--- src/rtl/chip_sched_pkg.sv ---
// chip_sched_pkg: shared state encoding and default sizing for the chip test scheduler.
package chip_sched_pkg;
  typedef enum logic [1:0] {IDLE, SETTLE, RUN, DISPLAY} sched_state_t;
  localparam int N_CHIPS_DEF = 8;
  localparam int SETTLE_DEF  = 16;
  localparam int TIMEOUT_DEF = 1000000;
endpackage

--- src/rtl/sched_timer.sv ---
// sched_timer: loadable down-counter with zero flag, shared by the settle and run phases.
module sched_timer #(
  parameter int W = 20
) (
  input  logic         i_clk,
  input  logic         i_rst,
  input  logic         i_load,
  input  logic [W-1:0] i_val,
  input  logic         i_en,
  output logic [W-1:0] o_cnt,
  output logic         o_zero
);
  logic [W-1:0] r_cnt;
  always_ff @(posedge i_clk or posedge i_rst)
    if (i_rst) r_cnt <= '0;
    else if (i_load) r_cnt <= i_val;
    else if (i_en && r_cnt != '0) r_cnt <= r_cnt - W'(1);
  assign o_cnt  = r_cnt;
  assign o_zero = r_cnt == '0;
endmodule

--- src/rtl/chip_test_scheduler.sv ---
// chip_test_scheduler: runs one 74xx tester at a time on the shared socket and latches its verdict.
module chip_test_scheduler
  import chip_sched_pkg::*;
#(
  parameter int N_CHIPS     = N_CHIPS_DEF,
  parameter int SEL_W       = 3,
  parameter int SETTLE_CYC  = SETTLE_DEF,
  parameter int TIMEOUT_CYC = TIMEOUT_DEF
) (
  input  logic               Clk,
  input  logic               Reset,
  input  logic               Start,
  input  logic [SEL_W-1:0]   Chip_Sel,
  input  logic [N_CHIPS-1:0] Chip_Done,
  input  logic [N_CHIPS-1:0] Chip_RSLT,
  output logic [N_CHIPS-1:0] Chip_Run,
  output logic [N_CHIPS-1:0] Disp_Rslt,
  output logic [SEL_W-1:0]   Mux_Sel,
  output logic               Busy,
  output logic               Done,
  output logic               RSLT,
  output logic               Timeout,
  output logic               Sel_Err
);
  localparam int CW = $clog2(TIMEOUT_CYC);
  sched_state_t       r_state;
  logic               r_start_q, r_busy, r_done, r_rslt, r_timeout, r_sel_err;
  logic [SEL_W-1:0]   r_sel;
  logic [N_CHIPS-1:0] r_run, r_disp, w_onehot;
  logic [CW-1:0]      w_cnt, w_load_val;
  logic               w_zero, w_edge, w_accept, w_sel_ok, w_done, w_load;
  assign w_edge     = Start & ~r_start_q;
  assign w_accept   = w_edge & (r_state == IDLE || r_state == DISPLAY);
  assign w_sel_ok   = {1'b0, Chip_Sel} < (SEL_W+1)'(N_CHIPS);
  assign w_onehot   = N_CHIPS'(1) << r_sel;
  // the first RUN cycle is the only one with the full timeout still loaded, so a stale Done is masked there
  assign w_done     = Chip_Done[r_sel] & (w_cnt != CW'(TIMEOUT_CYC - 1));
  assign w_load     = (w_accept & w_sel_ok) | (r_state == SETTLE & w_zero);
  assign w_load_val = r_state == SETTLE ? CW'(TIMEOUT_CYC - 1) : CW'(SETTLE_CYC - 1);
  sched_timer #(.W(CW)) u_timer (
    .i_clk (Clk),
    .i_rst (Reset),
    .i_load(w_load),
    .i_val (w_load_val),
    .i_en  (r_state == SETTLE || r_state == RUN),
    .o_cnt (w_cnt),
    .o_zero(w_zero)
  );
  always_ff @(posedge Clk or posedge Reset)
    if (Reset) begin
      r_state   <= IDLE;
      r_start_q <= 1'b0;
      r_sel     <= '0;
      r_run     <= '0;
      r_disp    <= '0;
      r_busy    <= 1'b0;
      r_done    <= 1'b0;
      r_rslt    <= 1'b0;
      r_timeout <= 1'b0;
      r_sel_err <= 1'b0;
    end else begin
      r_start_q <= Start;
      if (w_accept) begin
        r_state   <= w_sel_ok ? SETTLE : DISPLAY;
        r_sel     <= Chip_Sel;
        r_run     <= '0;
        r_disp    <= '0;
        r_busy    <= w_sel_ok;
        r_done    <= ~w_sel_ok;
        r_rslt    <= 1'b0;
        r_timeout <= 1'b0;
        r_sel_err <= ~w_sel_ok;
      end else if (r_state == SETTLE && w_zero) begin
        r_state <= RUN;
        r_run   <= w_onehot;
      end else if (r_state == RUN && (w_done || w_zero)) begin
        r_state   <= DISPLAY;
        r_run     <= '0;
        r_disp    <= w_onehot;
        r_busy    <= 1'b0;
        r_done    <= 1'b1;
        r_rslt    <= w_done & Chip_RSLT[r_sel];
        r_timeout <= ~w_done;
      end
    end
  assign Chip_Run  = r_run;
  assign Disp_Rslt = r_disp;
  assign Mux_Sel   = r_sel;
  assign Busy      = r_busy;
  assign Done      = r_done;
  assign RSLT      = r_rslt;
  assign Timeout   = r_timeout;
  assign Sel_Err   = r_sel_err;
endmodule

--- config.mk ---
export PLATFORM = sky130hd
export DESIGN_NAME = chip_test_scheduler
export DESIGN_NICKNAME = d
export VERILOG_FILES = /design/src/rtl/chip_sched_pkg.sv /design/src/rtl/sched_timer.sv /design/src/rtl/chip_test_scheduler.sv
export SDC_FILE = /design/constraint.sdc
export NUM_CORES = 1
export LEC_CHECK = 0
export CAP_MARGIN = 20
export CORE_MARGIN = 3
export CORE_UTILIZATION = 53
export DETAILED_ROUTE_END_ITERATION = 8
export PLACE_DENSITY = 0.78
export RECOVER_POWER = 25
export SLEW_MARGIN = 30
export SYNTH_ARGS = -nofsm -noshare
export SYNTH_HDL_FRONTEND = slang
export SYNTH_HIERARCHICAL = 1
export SYNTH_SLANG_ARGS = --single-unit
--- constraint.sdc ---
create_clock -name Clk -period 4.27 [get_ports Clk]
set_input_delay 0.854 -clock Clk [delete_from_list [all_inputs] [get_ports Clk]]
set_output_delay 0.854 -clock Clk [all_outputs]
set_load 0.1 [all_outputs]
# Yosys cells after proc, flatten, opt, wreduce, memory -nomap -nowiden
# Cells that the tools add are included.
# Widths: inputs -> output; s select.
totals:
  regBits: 46
  in_bits: 22
classes:
  n_addsub: 1
  magnitude_cmp: 1
  n_eq_ne: 5
  shift: 1
  n_mux: 28
  bitwise_logic: 8
  reduce_logical: 13
op_table:
  columns: ["op", "count"]
  rows:
  - ["$mux 20", 3]
  - ["$mux 8", 6]
  - ["$logic_not 20->1", 1]
  - ["$ne 20x20->1 const B", 1]
  - ["$reduce_bool 20->1", 1]
  - ["$sub 20x1->20 const B", 1]
  - ["$mux 1", 14]
  - ["$shl 1x3->8 const A", 1]
  - ["$bmux 1 s3", 2]
  - ["$mux 2", 3]
  - ["$and 1x1->1", 5]
  - ["$eq 2x2->1 const B", 2]
  - ["$lt 3x4->1 const B", 1]
  - ["$reduce_bool 2->1", 2]
  - ["$logic_and 1x1->1", 3]
  - ["$logic_or 1x1->1", 3]
  - ["$reduce_bool 3->1", 1]
  - ["$eq 2x1->1 const B", 1]
  - ["$logic_not 2->1", 1]
  - ["$ne 2x2->1 const B", 1]
  - ["$not 1->1", 2]
  - ["$reduce_and 2->1", 1]
  - ["$or 1x1->1", 1]

# Logic depth before layout (Yosys ltp)
logic_depth:
  ltp_word: 8
  ltp_mapped: 13
  mapped_depth_nobuf: 11

# Modules after synthesis
# Netlist, hierarchy kept.
by_module_without_submodules:
  columns: ["mod", "n_inst", "cells_each", "area_each_um2", "seq_area_each_um2"]
  rows:
  - ["chip_test_scheduler", 1, 130, 1372.6, 650.6]
  - ["sched_timer", 1, 138, 1263.7, 500.5]

# Worst setup path before layout
# Ideal clock, no wire load.
synth_timing:
  kind: "register to register"
  startpoint: "register u_timer.r_cnt[0], in the netlist u_timer/o_cnt[0]"
  endpoint: "register u_timer.r_cnt[15], in the netlist u_timer/o_cnt[15]"
  setup_ns: 0.135
  t_arrival_ns: 2.853
  setup_slack_ns: 1.282
  path_stages_with_launch: 13
  path_buffers: 4
  period_less_slack_ns: 2.988
  cell_sequence: "dfrtp_1 > inv_1 > ha_1 > or4b_4 > or3_1 > buf_6 > nor2_1 > clkbuf_1 > nand2_1 > nand2_1 > clkbuf_1 > clkbuf_1 > o21ai_0"
synth_via:
  elab_chain_len: 4
  elab_cells_between_ends: 9
synth_rtl:
  columns: ["item", "line_no", "source"]
  rows:
  - ["start: declaration", "sched_timer.sv:13", "logic [W-1:0] r_cnt;"]
  - ["start signal: assignment", "sched_timer.sv:16", "else if (i_load) r_cnt <= i_val;"]
  - ["start signal: assignment", "sched_timer.sv:17", "else if (i_en && r_cnt != '0) r_cnt <= r_cnt - W'(1);"]
  - ["$logic_not 20->1 *", "sched_timer.sv:19", "assign o_zero = r_cnt == '0;"]
  - ["named net w_zero", "chip_test_scheduler.sv:31", "logic w_zero, w_edge, w_accept, w_sel_ok, w_done, w_load;"]
  - ["$and 1x1->1 *", "chip_test_scheduler.sv:38", "assign w_load = (w_accept & w_sel_ok) | (r_state == SETTLE & w_zero);"]
  - ["$or 1x1->1 *", "chip_test_scheduler.sv:38", null]
  - ["named net w_load", "chip_test_scheduler.sv:31", null]
  - ["$mux 20 or $reduce_bool 2->1 (tied branches)", null, null]
# Mark *: on every way through the listed nets, which the timed path passes. The rest lies on a longest branch. The select of a mux whose other input is x is not followed.
# A chain may end at the register's enable or synchronous reset.

# Worst setup path after layout
layout_timing:
  startpoint: "register u_timer.r_cnt[0], in the netlist u_timer/o_cnt[0]"
  endpoint: "register r_disp[6], in the netlist Disp_Rslt[6]"
layout_via:
  elab_cells_between_ends: 9
layout_rtl:
  columns: ["item", "line_no", "source"]
  rows:
  - ["$logic_not 20->1 *", "sched_timer.sv:19", null]
  - ["named net w_zero", "chip_test_scheduler.sv:31", null]
  - ["$logic_or 1x1->1", "chip_test_scheduler.sv:76", "end else if (r_state == RUN && (w_done || w_zero)) begin"]
  - ["$logic_and 1x1->1", "chip_test_scheduler.sv:76", null]
  - ["$reduce_bool 2->1 (no source line)", null, null]
  - ["$reduce_and 2->1 (no source line) *", null, null]
  - ["end signal: assignment", "chip_test_scheduler.sv:79", "r_disp <= w_onehot;"]
  - ["end: declaration", "chip_test_scheduler.sv:29", "logic [N_CHIPS-1:0] r_run, r_disp, w_onehot;"]
# Mark *: on every way through the listed nets, which the timed path passes. The rest lies on a longest branch.

==> results_dict.tcl <==
set metrics [dict create \
    synth_seq_cells 46 \
    synthAdderAreaFrac 0.0190 \
    synthTopCellsByArea "dfrtp_1 44%, nand2_1 5.8%, xnor2_1 4.3%, o21ai_0 3.6%, mux4_2 3.4%" \
    synth_top_family_by_area "simple AND/OR/NAND/NOR gates" \
    fin_crit_ps 3650 \
    postCtsSetupBuffers 0 \
    fin_setup_tns_ps 0 \
    cts.hold.buffers_added 0 \
    synthSimpleGateAreaFrac 0.199 \
    avgSynthCellArea_um2 9.84 \
    finalCritPeriodShare 0.854 \
    dp_hpwl_um 4320 \
    ios 46 \
    cp_max_fo 13 \
    place_congestion 0.857 \
    yosysTopAreaCellShare 0.437 \
    report.final.slew_viol_count 0 \
    worstMarginPinSlew_ps 994 \
    die_area_um2 5860 \
    relSlewSlack 0.335 \
    routed.top_layer "met4" \
    wire_per_inst_um 15.1 \
    synth.most_common_cell "dfrtp_1" \
    clock-sinks 46 \
    core-area_um2 4750 \
    r2r_slack_ps 620 \
    numCtsBuffers 5 \
    critPathArrivalTime_ps 3830 \
    pre_cts_ws_ps 690 \
    gr-usage-all-layers 0.214 \
    synthCells 268 \
    critPathLaunchType "register" \
    finalPower_mw 1.76 \
    diodes 0 \
    root_buffer "clkbuf_8" \
    grt_pass1_vias 2001 \
    route.detailed.drc 0 \
    grt_max_degree 27 \
    synthDistinctLibCells 50 \
    cp-end-kind "register" \
    cp_data_required_time_ps 4460 \
    outcome "finished, final reports clean" \
    synthTopCellsByCount "46 x dfrtp_1, 41 x nand2_1, 19 x o21ai_0" \
    htree_levels 2 \
    async_flop_share 1.00 \
    dr.pass1.iters 4 \
    path_class "register to register" \
    path_clk_slew_ps 90 \
    drive_gt1_frac 0.0969 \
    holdWs_ps 499 \
    routed_via_density 5.61 \
    clock.fmax_mhz 274 \
    drtIter0Drc 183 \
    synth-compound-area-share 0.173 \
    max-vdd-ir-drop_mv 0.327 \
    rsz0062_at_grt "false" \
    synth_xor_area_frac 0.0598 \
    ys.warnings.count 6 \
    wl_met3_um 293 \
    grt-ovfl-total 0 \
    synth.mux.area_fraction 0.0598 \
    cts_tree "built" \
    syn_to_final_growth_pct 22.9 \
    hold_class "register to register" \
    finalWirelength_um 5840 \
    ctsResizeCount 0 \
    p_per_area_nw_per_um2 544 \
    design_area_um2 3240 \
    place_inst 379 \
    maxCapViolCount 0 \
    grt_antenna_before_repair 0 \
    synth_flop_cell "dfrtp_1" \
    fin_skew_ps 6.18 \
    synth_top_area_cell "dfrtp_1" \
    route.vias.total 2173 \
    clk_latency_ps 310 \
    synth_seq_area_share 0.437 \
    ant_nets 0 \
    p_leak_nw 1.27 \
    grt_pass1_wl_um 9920 \
    nets 345 \
    m1WireLength_um 2830 \
    clockBufferDepth 2 \
    dr_wl_met2_um 2620 \
    synth_edf_count 0 \
    initial_core_util 0.554 \
    final_util 0.681 \
    syn_area_um2 2640 \
    die_x_um 76.5 \
    fin_cells 387 \
    num_rows 25 \
    chipHeight_um 76.5 \
    place_area_um2 3150 \
    setup_viol 0 \
    hold_viol 0 \
    io_buffer_count 44 \
    setup_slack_ps 623 \
]
report_power, final:
part | internal, mW | switching (mW)
sequential | 0.553 | 0.192
clock | 0.115 | 0.156
combinational | 0.303 | 0.443
final timing paths:
kind | from | to | cells after the start
max in group asynchronous | Reset | Chip_Run[2] | 2
setup / recovery | u_timer/o_cnt[0] | Disp_Rslt[6] | 9
hold / removal | Chip_Run[5] | Chip_Run[5] | 1
setup reg to reg | u_timer/o_cnt[0] | Disp_Rslt[6] | 9
hold reg to reg | Chip_Run[5] | Chip_Run[5] | 1
min in group asynchronous | Reset | u_timer/o_cnt[17] | 2
sequential cells by signal (all words and copies together) (netlist names):
name and flops:
u_timer/o_cnt 20, Timeout 1, Disp_Rslt 8, RSLT 1
Done 1, Mux_Sel 3, r_start_q 1, Chip_Run 8
Busy 1, r_state 2
area by class of cell:
cell class	count	area [µm²]
clock buffers	5	68.8
clock inverters	3	21.3
fillers	384	1520
multi-input cells	204	1400
repair buffers	47	463
inverters	15	56.3
flip-flops and latches	46	1150
well taps	67	83.8
metal layers:
metal | vias up | track usage
li1 | 1059 | -
met1 | 1049 | 0.325
met2 | 57 | 0.308
met3 | 8 | 0.0343
met4 | 0 | 0.0761
met5 | - | 0
worst max-delay path, stage by stage (launching register included):
cell and delay (ps):
dfrtp_1 420, inv_1 130, ha_1 160, or4b_4 490, or3_1 470, nor2_1 520, inv_1 140, a221oi_2 780
nor2_1 210, o2bb2ai_1 190
cells by family after synthesis:
group / Yosys count
flops: 46
other cells: 2
fa+ha+maj: 4
compound gates: 63
buf+inv: 29
mux: 9
xor+xnor: 18
simple gates: 97
layout by cell type (no fill, tap or decap), drive strengths merged, types with 4 or more instances in the layout:
cell,netlist,final
nand2,41,41
nor3,12,12
conb,2,13
dfrtp,46,46
o21ai,26,26
clkdlybuf4s50,0,42
clkbuf,8,5
a21oi,6,6
o2bb2ai,8,8
inv,14,14
o211ai,5,5
mux2,4,4
xnor2,13,13
mux4,4,4
xor2,5,5
a32o,4,4
ha,4,4
nand4,5,5
a211oi,4,4
nor4,6,6
nor2,13,13
(Power assumes the default switching activity.)
